**src/rtl/priority_scan_pkg.sv**
```systemverilog
// Shared types and helpers for the priority scan encoder: FSM state, the
// index reported on an all-zero vector, and a single-bit-set test.
package priority_scan_pkg;

    typedef enum logic {
        IDLE = 1'b0,
        SCAN = 1'b1
    } state_t;

    // Index driven on out_index for an all-zero ("none") beat.
    localparam int NONE_INDEX = 0;

    // Widest legal request vector; narrower vectors are zero-extended.
    localparam int MAX_WIDTH = 256;

    // True when exactly one bit of v is set.
    function automatic logic is_one_hot(input logic [MAX_WIDTH-1:0] v);
        return (v != '0) && ((v & (v - 1'b1)) == '0);
    endfunction

endpackage

```
**src/rtl/prio_find.sv**
```systemverilog
// Combinational find-first-set over a WIDTH-bit vector, from either end.
module prio_find #(
    parameter int WIDTH     = 16,
    parameter bit MSB_FIRST = 1'b1
) (
    input  logic [WIDTH-1:0]         vec,
    output logic [$clog2(WIDTH)-1:0] idx,
    output logic                     found
);

    localparam int IDX_W = $clog2(WIDTH);

    // Last assignment wins, so the scan direction picks which end has priority.
    always_comb begin
        idx   = '0;
        found = 1'b0;
        if (MSB_FIRST) begin
            for (int i = 0; i < WIDTH; i++) begin
                if (vec[i]) begin
                    idx   = IDX_W'(i);
                    found = 1'b1;
                end
            end
        end else begin
            for (int i = WIDTH - 1; i >= 0; i--) begin
                if (vec[i]) begin
                    idx   = IDX_W'(i);
                    found = 1'b1;
                end
            end
        end
    end

endmodule

```
**src/rtl/priority_scan_encoder.sv**
```systemverilog
// Captures a request vector and streams the index of every set bit in
// priority order, one beat per output handshake; all-zero gives one "none" beat.
module priority_scan_encoder
    import priority_scan_pkg::*;
#(
    parameter int WIDTH     = 16,
    parameter bit MSB_FIRST = 1'b1
) (
    input  logic                     clk,
    input  logic                     rst,
    input  logic                     in_valid,
    output logic                     in_ready,
    input  logic [WIDTH-1:0]         in_data,
    output logic                     out_valid,
    input  logic                     out_ready,
    output logic [$clog2(WIDTH)-1:0] out_index,
    output logic                     out_none,
    output logic                     out_last,
    output state_t                   dbg_state
);

    localparam int IDX_W = $clog2(WIDTH);

    // Handshakes: a transfer happens on a rising edge where valid && ready.
    // Producers must not withdraw valid before the transfer; in_ready may
    // depend combinationally on out_ready (last-beat overlap), nothing else.

    state_t            state_q, state_d;
    logic [WIDTH-1:0]  residual_q, residual_d;
    logic              none_q, none_d;

    logic [IDX_W-1:0]  find_idx;
    logic              find_found;
    logic [WIDTH-1:0]  bit_mask;
    logic [MAX_WIDTH-1:0] residual_ext;
    logic              in_fire;
    logic              out_fire;

    prio_find #(
        .WIDTH     (WIDTH),
        .MSB_FIRST (MSB_FIRST)
    ) u_find (
        .vec   (residual_q),
        .idx   (find_idx),
        .found (find_found)
    );

    assign residual_ext = MAX_WIDTH'(residual_q);
    assign bit_mask     = WIDTH'(1) << find_idx;

    assign out_valid = (state_q == SCAN);
    assign out_none  = out_valid && none_q;
    assign out_last  = out_valid && (none_q || is_one_hot(residual_ext));
    assign out_index = (out_valid && !none_q && find_found) ? find_idx : IDX_W'(NONE_INDEX);
    assign dbg_state = state_q;

    // rst is folded in so no capture is advertised while reset is held.
    assign in_ready = !rst && ((state_q == IDLE) || (out_valid && out_ready && out_last));
    assign in_fire  = in_valid && in_ready;
    assign out_fire = out_valid && out_ready;

    always_comb begin
        state_d    = state_q;
        residual_d = residual_q;
        none_d     = none_q;
        if (out_fire) begin
            residual_d = residual_q & ~bit_mask;
            if (out_last) begin
                state_d = IDLE;
            end
        end
        // A capture on the retiring beat overrides the return to IDLE.
        if (in_fire) begin
            residual_d = in_data;
            none_d     = (in_data == '0);
            state_d    = SCAN;
        end
    end

    always_ff @(posedge clk or posedge rst) begin
        if (rst) begin
            state_q    <= IDLE;
            residual_q <= '0;
            none_q     <= 1'b0;
        end else begin
            state_q    <= state_d;
            residual_q <= residual_d;
            none_q     <= none_d;
        end
    end

endmodule

```
**config.mk**
```make
export PLATFORM = sky130hd
export DESIGN_NAME = priority_scan_encoder
export DESIGN_NICKNAME = d
export VERILOG_FILES = /design/src/rtl/priority_scan_pkg.sv /design/src/rtl/prio_find.sv /design/src/rtl/priority_scan_encoder.sv
export SDC_FILE = /design/constraint.sdc
export NUM_CORES = 1
export LEC_CHECK = 0
export BUFFER_PORTS_ARGS = -buffer_cell sky130_fd_sc_hd__buf_2
export CORE_ASPECT_RATIO = 1.5
export CORE_UTILIZATION = 58
export CTS_CLUSTER_SIZE = 20
export DETAILED_ROUTE_END_ITERATION = 7
export PLACE_DENSITY = 0.81
export SLEW_MARGIN = 25
export SYNTH_ARGS = -nofsm -noshare
export SYNTH_HDL_FRONTEND = slang
export SYNTH_HIERARCHICAL = 1
export SYNTH_SLANG_ARGS = --single-unit
```
**constraint.sdc**
```tcl
create_clock -name clk -period 4.1 [get_ports clk]
set_input_delay 0.205 -clock clk [delete_from_list [all_inputs] [get_ports clk]]
set_output_delay 0.205 -clock clk [all_outputs]
set_load 0.01 [all_outputs]
```
==> summary.md <==
| Metric | Value |
|---|---|
| Pwr Density | 764 nW/um^2 |
| Post-Synthesis Cells | 160 |
| Ys async rst share | 100% |
| Cell family with most CP delay | simple AND/OR/NAND/NOR gates |
| Clock Latency Late Sink | 280 ps |
| Antenna cells | 0 |
| Total power | 0.00119 W |
| Xor/xnor share of the synthesized area | 0.632% |
| Die area | 2590 sq um |
| Share of layout cells above drive strength 1 | 23.0% |
| Status | completed |
| Root Driver | clkbuf_4 |
| EDFF count, synth | 0 |
| Unrepaired setup endpoints after global routing | no |
| Residual DRC count | 0 |
| Compound-Gate Fraction of Synth Area | 18.1% |
| Largest net degree at the start of global routing | 20 |
| Initial Utilization | 62.0% |
| Detailed placement HPWL | 2.67 mm |
| Post-synth top area cell | dfrtp_1 |
| Core Area | 2230 sq um |
| Clock Pin Slew Worst Setup and Hold Paths | 100 ps |
| Period minus WS final | 2820 ps |
| Crit share post-route | 68.8% |
| Simple-Gate Fraction of Synth Area | 27.4% |
| Count leader, synth | dfrtp_1 |
| Top achievable clock speed | 354 MHz |
| Fillers | 183 |
| Port bufs | 28 |
| Crit path buffers/inverters | 0 |
| DR iter-0 viols | 67 |
| Slew @ Worst Pin | 798 ps |
| Flip-flop and latch count after synthesis | 18 |
| Final #Nets | 208 |
| Via density per instance | 6.40 |
| Initial antenna violation count | 0 |
| Clock Skew | 4.09 ps |
| Vias post-DR | 1343 |
| Seq/Total Area, Yosys | 32.5% |
| Max cap viols | 0 |
| Setup TNS Final | 0 ps |
| Setup bufs post-CTS | 0 |
| Leak | 0.688 nW |
| Top FF cell, synth | dfrtp_1 |
| Unique masters post-synth | 44 |
| Resize count post-CTS | 0 |
| Flop2flop setup slack | 1280 ps |
| Final Routed Wirelength | 3.43 mm |
| Startpoint types | register |
| CTS Sinks | 18 |
| Htree depth | 1 |
| Hold Buf Count CTS | 0 |
| Die width | 41.9 um |
| FF/Latch Area | 450 sq um |
| Peak VDD IR | 0.526 mV |
| Slew headroom | 46.5% |
| Multi-input logic area | 848 sq um |
| Mux share of post-synthesis cell area | 13.6% |
| Commonest cells in the netlist | 18 x dfrtp_1, 16 x nand2_1, 14 x inv_1 |
| Drt first pass iters | 4 |
| Critical Path Most Common Cell | nor4_1 |
| Top-area cell type share of the netlist area | 32.5% |
| Final Max Slew Viols | 0 |
| Max stage delay cell, worst path | o21ai_4 |
| Final ANT Viol Nets | 0 |
| Arr. time, crit path | 3000 ps |
| CTS tree | built |
| Gr ovfl total | 0 |
| First-pass GRT wire length | 5.52 mm |
| Synth-to-layout area growth | 12.4% |
| Post-Synth Adder-Cell Area | 1.54% |
| Global placement routability congestion | 0.973 |
| Worst hold path type | input pin to asynchronous set/reset pin |
| Clk buf depth | 2 |
| Critical Path Sink Type | register |
| CP cell instances | nor4_1 -> nand2_1 -> nor4_1 -> o2111ai_2 -> o21ai_4 -> mux2_2 |
| Std cell rows | 21 |
| Critical path data required time | 4280 ps |
| Crit Path Category | register to register |
| Vias in the first global route | 1261 |
| Final setup fails | 0 |
| Gr usage total | 28.0% |
| CTS buffer count | 3 |
| Drt wl/cell | 16.3 um |
| Critical path's largest stage delay | 560 ps |
| Main combinational cell family by area after synthesis | simple AND/OR/NAND/NOR gates |
| IO Count | 29 |
| Synth Warn # | 6 |
| Final Hold Fails | 0 |
| Syn Area/Cell | 8.66 sq um |
| Mapped cell area | 1390 sq um |
| Die Y | 61.9 um |
| Largest cells by area after synthesis | dfrtp_1 33%, mux2i_1 7.9%, nor4_1 5.0% |
| Crit path max fanout | 17 |
| Mapped Nets | 180 |
## flip-flops by register name, indices dropped and copies added (netlist names)
name / count
dbg_state: 1
none_q: 1
residual_q: 16
## worst register-to-register path: cells and delay by family, from the launching register on
family / cells / cell delay (ps)
and+or+nand+nor: 3 / 1100
AOI/OAI and AO/OA: 2 / 750
DFF: 1 / 460
muxes: 1 / 410
## layout by cell type, fill, tap and decap left out, types with 2 or more instances in the layout
master / count
buf_2: 28
dfrtp_1: 18
nand2_1: 16
inv_1: 14
o21ai_0: 13
nor2_1: 12
nor4_1: 11
mux2i_1: 11
nand2b_1: 6
mux2_2: 5
and3_1: 5
o31a_1: 4
nand4_1: 3
nor2b_1: 3
clkbuf_4: 3
or3_1: 2
nand3b_1: 2
nor3_1: 2
a31oi_1: 2
mux2_1: 2
o41a_1: 2
## stage by stage
step	utilization, %	cell area (sq um)	hold slack, ps	std cells	setup WS, ps
final	69.7	1560	19.3	210	1280
after global routing	69.7	1560	81.7	210	1060
after CTS	69.7	1560	40.9	210	1340
after detailed placement	68.1	1520	362	206	1360
after global placement	68.1	1520	331	206	1490
after floorplan	-	1390	149	160	1890
## per-layer routing
layer	vias to the layer above	track usage (%)	wire length [um]
met3	14	2.02	181
met4	0	18.9	152
met1	624	33.5	1330
met2	53	49.1	1760
met5	-	0	0
li1	652	-	-
## power breakdown
| group | total, W | switching [W] | internal, W |
|---|---|---|---|
| Clock | 0.000106 | 0.0000518 | 0.0000540 |
| Combinational | 0.000654 | 0.000370 | 0.000284 |
| Sequential | 0.000430 | 0.000173 | 0.000256 |
## final timing paths
check / from / endpoint / depth (start not counted)
min in group clk: in_data[8] / residual_q[8]$_DFFE_PP0P_ / 2
worst max register to register: residual_q[1]$_DFFE_PP0P_ / residual_q[0]$_DFFE_PP0P_ / 6
worst min register to register: none_q$_DFFE_PP0P_ / none_q$_DFFE_PP0P_ / 2
worst max-delay path: residual_q[1]$_DFFE_PP0P_ / residual_q[0]$_DFFE_PP0P_ / 6
worst min-delay path: rst / dbg_state$_DFFE_PP0P_ / 2
max in group asynchronous: rst / residual_q[5]$_DFFE_PP0P_ / 2
## logic make-up after synthesis
group                      count (synthesis)
and+or+nand+nor                           69
AOI/OAI and AO/OA                         33
xor gates and xnor gates                   1
adders and majority gates                  2
muxes                                     18
DFF                                       18
buffers and inverters                     19
## area by class of cell
cell class / count / share of cell area, %
clock buffers: 4 / 2.33
inverters: 14 / 3.38
multi-input cells: 123 / 54.5
flip-flops and latches: 18 / 28.9
well taps: 23 / 1.85
repair buffers: 28 / 9.00
(Power assumes the default switching activity.)
